$ cat src/rtl/race_timer_pkg.sv
// Shared race state encoding and lap-judgement helper for race_timer and lap_channel.
// Pure declarations; no logic, latency or flow control of its own.
package race_timer_pkg;

  typedef enum logic [1:0] {
    IDLE   = 2'd0,
    RUN    = 2'd1,
    PAUSED = 2'd2,
    DONE   = 2'd3
  } state_e;

  typedef enum logic [1:0] {
    LAP_NONE    = 2'd0,
    LAP_VALID   = 2'd1,
    LAP_INVALID = 2'd2
  } lap_res_e;

  function automatic lap_res_e judge_lap(input logic lap, input logic overrun, input logic long_enough);
    if (!lap)                        return LAP_NONE;
    else if (long_enough && !overrun) return LAP_VALID;
    else                             return LAP_INVALID;
  endfunction

endpackage

$ cat src/rtl/lap_channel.sv
// One player's lap clock: running/last/best time, valid lap count, overrun and finish flags.
// 1-cycle registered latency; no backpressure. TOTAL_TIME_EN adds a per-player total tick count.
module lap_channel
  import race_timer_pkg::*;
#(
  parameter int TIME_W   = 16,
  parameter int MAX_LAP  = 4000,
  parameter int MIN_LAP  = 100,
  parameter int LAPS     = 3,
  parameter int LAPCNT_W = 4
) (
  input  logic                pclk,
  input  logic                rst,
  input  logic                run_en,
  input  logic                tick,
  input  logic                lap_pulse,
  input  logic                clear,
  output logic [TIME_W-1:0]   cur,
  output logic [TIME_W-1:0]   last,
  output logic [TIME_W-1:0]   best,
  output logic [LAPCNT_W-1:0] lap_count,
  output logic                finished,
  output logic                finish_set,
  output logic                invalid_lap
`ifdef TOTAL_TIME_EN
  ,
  output logic [TIME_W+LAPCNT_W-1:0] total_time
`endif
);

  localparam logic [TIME_W-1:0]   MAX_V  = TIME_W'(MAX_LAP);
  localparam logic [TIME_W-1:0]   MIN_V  = TIME_W'(MIN_LAP);
  localparam logic [LAPCNT_W-1:0] LAPS_V = LAPCNT_W'(LAPS);

  logic [TIME_W-1:0]   cur_q, cur_d, last_q, last_d, best_q, best_d;
  logic [LAPCNT_W-1:0] cnt_q, cnt_d;
  logic                ovr_q, ovr_d, fin_q, fin_d, inv_q, inv_d;
  lap_res_e            res;
`ifdef TOTAL_TIME_EN
  logic [TIME_W+LAPCNT_W-1:0] tot_q, tot_d;
`endif

  always_comb begin
    cur_d  = cur_q;
    last_d = last_q;
    best_d = best_q;
    cnt_d  = cnt_q;
    ovr_d  = ovr_q;
    fin_d  = fin_q;
    inv_d  = 1'b0;
    res    = judge_lap(lap_pulse, ovr_q, cur_q >= MIN_V);
`ifdef TOTAL_TIME_EN
    tot_d  = tot_q;
`endif
    if (clear) begin
      cur_d  = '0;
      last_d = '0;
      best_d = '0;
      cnt_d  = '0;
      ovr_d  = 1'b0;
      fin_d  = 1'b0;
`ifdef TOTAL_TIME_EN
      tot_d  = '0;
`endif
    end else if (run_en && !fin_q) begin
`ifdef TOTAL_TIME_EN
      if (tick) tot_d = tot_q + 1'b1;
`endif
      case (res)
        LAP_VALID: begin
          last_d = cur_q;
          if (best_q == '0 || cur_q < best_q) best_d = cur_q;
          cnt_d  = cnt_q + LAPCNT_W'(1);
          fin_d  = (cnt_d == LAPS_V);
        end
        LAP_INVALID: inv_d = 1'b1;
        default: ;
      endcase
      // A lap crossing wins over a coincident tick: the tick is simply dropped.
      if (res != LAP_NONE) begin
        cur_d = '0;
        ovr_d = 1'b0;
      end else if (tick) begin
        if (cur_q < MAX_V) cur_d = cur_q + TIME_W'(1);
        else               ovr_d = 1'b1;
      end
    end
  end

  always_ff @(posedge pclk or posedge rst) begin
    if (rst) begin
      cur_q  <= '0;
      last_q <= '0;
      best_q <= '0;
      cnt_q  <= '0;
      ovr_q  <= 1'b0;
      fin_q  <= 1'b0;
      inv_q  <= 1'b0;
`ifdef TOTAL_TIME_EN
      tot_q  <= '0;
`endif
    end else begin
      cur_q  <= cur_d;
      last_q <= last_d;
      best_q <= best_d;
      cnt_q  <= cnt_d;
      ovr_q  <= ovr_d;
      fin_q  <= fin_d;
      inv_q  <= inv_d;
`ifdef TOTAL_TIME_EN
      tot_q  <= tot_d;
`endif
    end
  end

  assign cur         = cur_q;
  assign last        = last_q;
  assign best        = best_q;
  assign lap_count   = cnt_q;
  assign finished    = fin_q;
  assign finish_set  = fin_d & ~fin_q;
  assign invalid_lap = inv_q;
`ifdef TOTAL_TIME_EN
  assign total_time  = tot_q;
`endif

endmodule

$ cat src/rtl/race_timer.sv
// Multi-player race timer: shared 0.01 s prescaler, race FSM, per-player lap channels, winner latch.
// 1-cycle registered latency, no backpressure; TOTAL_TIME_EN adds the total_time output.
module race_timer
  import race_timer_pkg::*;
#(
  parameter int PLAYERS  = 2,
  parameter int TIME_W   = 16,
  parameter int CLK_HZ   = 65000000,
  parameter int TICK_HZ  = 100,
  parameter int MAX_LAP  = 4000,
  parameter int MIN_LAP  = 100,
  parameter int LAPS     = 3,
  parameter int LAPCNT_W = 4,
  parameter int ID_W     = (PLAYERS > 1) ? $clog2(PLAYERS) : 1
) (
  input  logic                         pclk,
  input  logic                         rst,
  input  logic                         start,
  input  logic                         stop,
  input  logic                         clear,
  input  logic [PLAYERS-1:0]           lap_finished,
  output logic [PLAYERS*TIME_W-1:0]    current_lap_time,
  output logic [PLAYERS*TIME_W-1:0]    last_lap_time,
  output logic [PLAYERS*TIME_W-1:0]    best_lap_time,
  output logic [PLAYERS*LAPCNT_W-1:0]  lap_count,
  output logic [PLAYERS-1:0]           finished,
  output logic [PLAYERS-1:0]           invalid_lap,
  output logic                         running,
  output logic                         winner_valid,
  output logic [ID_W-1:0]              winner
`ifdef TOTAL_TIME_EN
  ,
  output logic [PLAYERS*(TIME_W+LAPCNT_W)-1:0] total_time
`endif
);

  localparam int              TC    = CLK_HZ / TICK_HZ - 1;
  localparam int              PRE_W = (TC > 0) ? $clog2(TC + 1) : 1;
  localparam logic [PRE_W-1:0] TC_V = PRE_W'(TC);

  state_e              state_q, state_d;
  logic [PRE_W-1:0]    pre_q, pre_d;
  logic                wv_q, wv_d;
  logic [ID_W-1:0]     win_q, win_d;
  logic                tick, run_en;
  logic [PLAYERS-1:0]  fin_set;

  assign run_en = (state_q == RUN);
  assign tick   = run_en && (pre_q == TC_V);

  always_comb begin
    state_d = state_q;
    pre_d   = pre_q;
    wv_d    = wv_q;
    win_d   = win_q;
    if (clear) begin
      state_d = IDLE;
      pre_d   = '0;
      wv_d    = 1'b0;
      win_d   = '0;
    end else begin
      case (state_q)
        IDLE:    if (start && !stop) state_d = RUN;
        RUN:     if (stop) state_d = PAUSED;
                 else if (&finished) state_d = DONE;
        PAUSED:  if (start && !stop) state_d = RUN;
        default: ;
      endcase
      // Phase is held outside RUN so a resume continues the interrupted tick period.
      if (run_en) pre_d = tick ? '0 : pre_q + PRE_W'(1);
      if (!wv_q && |fin_set) begin
        wv_d = 1'b1;
        for (int i = PLAYERS - 1; i >= 0; i--) begin
          if (fin_set[i]) win_d = ID_W'(i);
        end
      end
    end
  end

  always_ff @(posedge pclk or posedge rst) begin
    if (rst) begin
      state_q <= IDLE;
      pre_q   <= '0;
      wv_q    <= 1'b0;
      win_q   <= '0;
    end else begin
      state_q <= state_d;
      pre_q   <= pre_d;
      wv_q    <= wv_d;
      win_q   <= win_d;
    end
  end

  for (genvar g = 0; g < PLAYERS; g++) begin : g_ch
    lap_channel #(
      .TIME_W  (TIME_W),
      .MAX_LAP (MAX_LAP),
      .MIN_LAP (MIN_LAP),
      .LAPS    (LAPS),
      .LAPCNT_W(LAPCNT_W)
    ) u_ch (
      .pclk       (pclk),
      .rst        (rst),
      .run_en     (run_en),
      .tick       (tick),
      .lap_pulse  (lap_finished[g]),
      .clear      (clear),
      .cur        (current_lap_time[g*TIME_W +: TIME_W]),
      .last       (last_lap_time[g*TIME_W +: TIME_W]),
      .best       (best_lap_time[g*TIME_W +: TIME_W]),
      .lap_count  (lap_count[g*LAPCNT_W +: LAPCNT_W]),
      .finished   (finished[g]),
      .finish_set (fin_set[g]),
      .invalid_lap(invalid_lap[g])
`ifdef TOTAL_TIME_EN
      ,
      .total_time (total_time[g*(TIME_W+LAPCNT_W) +: (TIME_W+LAPCNT_W)])
`endif
    );
  end

  assign running      = run_en;
  assign winner_valid = wv_q;
  assign winner       = win_q;

endmodule
$ cat config.mk
export PLATFORM = sky130hd
export DESIGN_NAME = race_timer
export DESIGN_NICKNAME = d
export VERILOG_FILES = /design/src/rtl/race_timer_pkg.sv /design/src/rtl/lap_channel.sv /design/src/rtl/race_timer.sv
export SDC_FILE = /design/constraint.sdc
export NUM_CORES = 1
export LEC_CHECK = 0
export CELL_PAD_IN_SITES_DETAIL_PLACEMENT = 2
export CELL_PAD_IN_SITES_GLOBAL_PLACEMENT = 2
export CORE_MARGIN = 2
export CORE_UTILIZATION = 33
export CTS_CLUSTER_DIAMETER = 150
export DETAILED_ROUTE_END_ITERATION = 8
export HOLD_SLACK_MARGIN = 0.05
export PLACE_DENSITY = 0.85
export REMOVE_ABC_BUFFERS = 1
export SYNTH_ARGS = -nofsm -noshare
export SYNTH_HDL_FRONTEND = slang
export SYNTH_SLANG_ARGS = --single-unit
$ cat constraint.sdc
create_clock -name pclk -period 6.2 [get_ports pclk]
set_clock_uncertainty 0.1 [all_clocks]
set_input_delay 1.86 -clock pclk [delete_from_list [all_inputs] [get_ports pclk]]
set_output_delay 1.86 -clock pclk [all_outputs]
set_load 0.01 [all_outputs]
* Word level (Yosys, flattened, before mapping)
Cells that the tools add are included.
** Cells by class
- $add $sub $neg :: 5
- $lt $le $gt $ge :: 6
- Eq/ne operators :: 13
- Muxes and demuxes :: 70
- Bitwise gates (word level) :: 4
- Reduce and logical (&&, ||, !) cells :: 47
** Operators by type and width (count)
- $mux 16 :: 24
- $mux 20 :: 3
- $add 16x1->16 const B :: 2
- $ge 16x7->1 const B :: 2
- $logic_not 16->1 :: 2
- $lt 16x12->1 const B :: 2
- $lt 16x16->1 :: 2
- $mux 1 :: 28
- $mux 4 :: 6
- $reduce_and 3->1 :: 7
- $add 20x1->20 const B :: 1
- $eq 20x20->1 const B :: 1
- $reduce_bool 2->1 :: 10
- $reduce_bool 3->1 :: 6
- $mux 2 :: 8
- $add 4x1->4 const B :: 2
- $eq 4x2->1 const B :: 2
- $reduce_and 2->1 :: 4
- $logic_and 1x1->1 :: 7
- $eq 2x1->1 const B :: 3
- $eq 2x2->1 const B :: 3
- $logic_not 1->1 :: 6
- $ne 3x2->1 const B :: 2
- $ne 4x4->1 const B :: 1
- 7 further kinds :: 11
** Word-level totals
- Bits in registers :: 134
- Bits of input ports :: 7
- Output and inout port bits :: 111
- Logic and storage cells :: 163

* Depth between registers and ports, before layout
- Depth after elaboration :: 13
- Gate-level depth with buffers :: 11
- Gate-level depth less buffers :: 9

* Hierarchy
From an unflattened synthesis, not the netlist that was laid out.
** Unflattened totals
- Cell total of the unflattened synthesis :: 950
- Area total of the unflattened synthesis :: 8308.0 µm²
** Modules (own cells, without submodules)
- lap_channel :: instances 2, cells each 406, area an instance 3515.9 µm², seq. area each 1376.3 µm²
- race_timer :: instances 1, cells each 138, area an instance 1276.2 µm², seq. area each 600.6 µm²

* Worst setup path after synthesis
OpenSTA, ideal clock, no wires.
- Path kind :: input-to-reg
- Start point :: input port clear
- End point :: register g_ch[0].u_ch.cur_q[10]
- Setup time :: 139 ps
- Arrival :: 3260 ps
- Data required time :: 5961 ps
- Path slack :: 2701 ps
- Cell stages on the path :: 6
- Path buffers :: 3
- Path through :: clkbuf_1 buf_1 clkbuf_1 nor2_1 nor2_1 nor2_1
** Between the ends
- Longest elaborated chain between the ends :: 2
- Elaborated cells on any way between the ends :: 5
- Those cells by class :: 1 x mux; 4 x reduce/logical
** RTL lines
- from (decl) :: RTL line race_timer.sv:20 : input logic clear,
- $reduce_bool 3->1 (no source line) / $reduce_bool 2->1 (equally long branches)
- $reduce_and 3->1 (no source line)
- to (signal assigned) :: RTL line lap_channel.sv:103 : cur_q <= cur_d;
- to (decl) :: RTL line lap_channel.sv:35 : logic [TIME_W-1:0] cur_q, cur_d, last_q, last_d, best_q, best_d;
Parallel ways exist; a longest one is shown, timed or not.
A chain may end at the register's enable or synchronous reset.

* Final worst setup path
- Start point :: input port clear
- End point :: register g_ch[1].u_ch.cur_q[1]
** Between the ends
- Longest elaborated chain between the ends :: 2
- Elaborated cells on any way between the ends :: 5
- Those cells by class :: 1 x mux; 4 x reduce/logical
** RTL lines (RTL line)
- $reduce_bool 3->1 (no source line) / $reduce_bool 2->1 (equally long branches)
- $reduce_and 3->1 (no source line)
- to (signal assigned) :: lap_channel.sv:103
- to (decl) :: lap_channel.sv:35
Parallel ways exist; a longest one is shown, timed or not.

==> impl_results.md <==
- Switching Power: 0.4664 mW
- Synth top cells by count: dfrtp_1 (134), nand2_1 (85), nor2_1 (72)
- PortBufs: 117
- Final setup vio count: 0
- Layout cells sized above 1: under 10%
- Routed WL per cell: ~21 um
- Initial antenna violation count: 0
- Main synth FF type: dfrtp_1
- Leakage power: roughly 3.8 nW
- Die Y: between 100 and 150 um
- Post-CTS resize count: 0
- Crit start category: input pin
- CTS tree: built
- Worst-path clk slew: 60 ps
- Combinational fraction of design power: 3.6%
- Mapped cell area: 0.006787 mm^2
- Clock Power Share: 55.1%
- Vias in the first global route: 6520
- Sequential share of power: 41.3%
- Vias: 5818
- Final worst path period share: 64.65%
- RSZ-0062 raised after global routing: false
- Routed WL: 22480 um
- Syn Inst Count: 695
- Final-report max-slew violation count: 0
- Clock Latency Late Sink: 430 ps
- DR vias/cell: 5.338
- Largest net degree at the start of global routing: 81
- Placed Cells: 1058
- Sw Ratio: between 20% and 30%
- Worst hold path class: reg -> reg
- Slew headroom: 17.97%
- Layout net count: 853
- Die area: between 0.02 and 0.025 mm^2
- Post-layout minimum cycle time: 4008 ps
- Slew @ Worst Pin: 1222 ps
- Worst Path Required: 6380 ps
- Design Power: 2.151 mW
- Peak supply drop: around 0.00018 V
- Total iterations of the first detailed-routing run: 5
- Synth top area share: 49.41%
- Max clock buf depth: 2
- FF+latch count, synth: 134
- Cell with the most instances after synthesis: dfrtp_1
- Internal power: 1.685 mW
- Worst setup path category: in -> reg
- CTS Sinks: about 130
- H-tree depth: 4
- Crit end category: register
- Fin. Hold Viols: 0
- Status: finished clean
- Crit-path max FO: 42
- CP arrival: around 4200 ps
- Hold_buf cts: 0
- Max-cap check violation count: 0
- GPL Wtd Cong: 0.7368
- Dpl hpwl: about 16000 um
- DRC viols: 0
- Fillcell total: 2107
- Syn. warnings: 0
- Core ar.: 0.02023 mm^2
- Fin cells: approximately 1100
- Antenna fix cells: 0
- Starting Density: 33.54%
- Async S/R FF share, synth: 100.0%
- Initial DRC count: 318
- Power Dens Cells: 241.4 mW/mm^2
- Syn Area/Cell: 9.765 um^2
- Register area share after synthesis: 49.41%
- Unique cell type count in the Yosys netlist: 57
- Post-synth EDFFs: 0
- Synth-to-Final Area Change: 31.34%
- F_max: 0.2495 GHz
- Die extent in x: around 150 um
- Gr usage total: 21.84%
- Postcts setup bufs: 0
- FP Rows: 52
- First-pass GRT wire length: approximately 37000 um
- Root buf cell: clkbuf_16
- Sum of negative setup slack: 0 ps
- Antenna Nets Post-Route: 0
- CTS buffer count: 17
- Gr ovfl total: 0
- Synth top area cells: dfrtp_1 (49%), ha_1 (7.2%), a22o_1 (5.8%)
- I/O pin count: 118
- Area leader, netlist: dfrtp_1
## cells in the final DEF (no fill, tap or decap), types with 7 or more instances in the layout
cell type          n
a21oi_1           37
a22o_1            45
and2_1            11
buf_4              7
clkbuf_16         17
clkdlybuf4s50_1  116
dfrtp_1          134
ha_1              39
inv_1             43
nand2_1           85
nand3_1           21
nand4_1           13
nor2_1            72
nor3_1            12
nor4_1            12
o21ai_0           10
o21ai_1           19
xor2_1            32
## worst max-delay path: stages
cell and delay, ps:
buf_2 640, buf_4 360, nor2_1 120, nor2_1 650, o21ai_1 260, nand2_1 130
o21ai_0 120
## per-stage QoR
step	hold slack (ps)	worst slack, ps	area [um^2]	util, %
6_report	404.8	2192	8914	44.05
5_1_grt	427.7	1952	8914	44.05
4_1_cts	406.3	2203	8914	44.05
3_5_place_dp	393.6	1847	8224	40.64
3_3_place_gp	386.3	1925	8224	40.64
2_1_floorplan	364.7	657.2	6654	-
## state kept, by name (all words and copies together), names as in the netlist
signal and flops:
g_ch.u_ch.invalid_lap 2, winner 1, g_ch.u_ch.cur 32, state_q 2, winner_valid 1, pre_q 20
g_ch.u_ch.finished 2, g_ch.u_ch.best 32, g_ch.u_ch.lap_count 8, g_ch.u_ch.ovr_q 2, g_ch.u_ch.last 32
## metal layers
metal	track usage, %	wire length (um)	vias to the layer above	part of all wire (%)
met2	37.20	11450	101	51
li1	-	-	2668	-
met4	7.019	316	0	1.4
met3	3.272	593	20	2.6
met5	0	0	-	0
met1	28.74	10120	3029	45
## power by group through the flow
stage	Sequential (mW)	Combinational, mW	Clock (mW)
finish	0.889	0.0780	1.18
global placement	0.904	0.0757	0
floorplan	0.902	0.0398	0
CTS	0.889	0.0806	1.20
global route	0.890	0.0880	1.24
detailed placement	0.904	0.0792	0
## final timing paths
check,depth (start not counted),start,end,slack (ps)
min in group asynchronous,2,rst,g_ch[1].u_ch.best[8],1840
worst max-delay path,7,clear,g_ch[1].u_ch.cur[1],2190
max in group asynchronous,3,rst,pre_q[10],3220
worst min register to register,1,g_ch[1].u_ch.last[13],g_ch[1].u_ch.last[13],400
worst max register to register,6,g_ch[1].u_ch.cur[15],g_ch[1].u_ch.best[14],2730
worst min-delay path,1,g_ch[1].u_ch.last[13],g_ch[1].u_ch.last[13],400
## cells by family (layout without fill, tap and decap cells)
logic type               count (synthesis)  count (layout)  synth area share (%)
AO/OA/AOI/OAI                          156             156                 16.35
XOR/XNOR                                38              38                 4.904
AND/OR/NAND/NOR                        252             252                 17.70
flip-flops                             134             134                 49.41
adder cells (fa/ha/maj)                 39              39                 7.190
buffers and inverters                   76             201                 4.443
## area by class of cell
cell class	count	area, um^2	area share, %
inverters	45	173.9	1.951
repair buffers	124	1219	13.67
flip-flops and latches	134	3353	37.62
well taps	270	337.8	3.790
multi-input cells	485	3141	35.23
clock inverters	12	222.7	2.499
clock buffers	20	466.7	5.236
No activity file was read; power rests on OpenSTA's default activity.
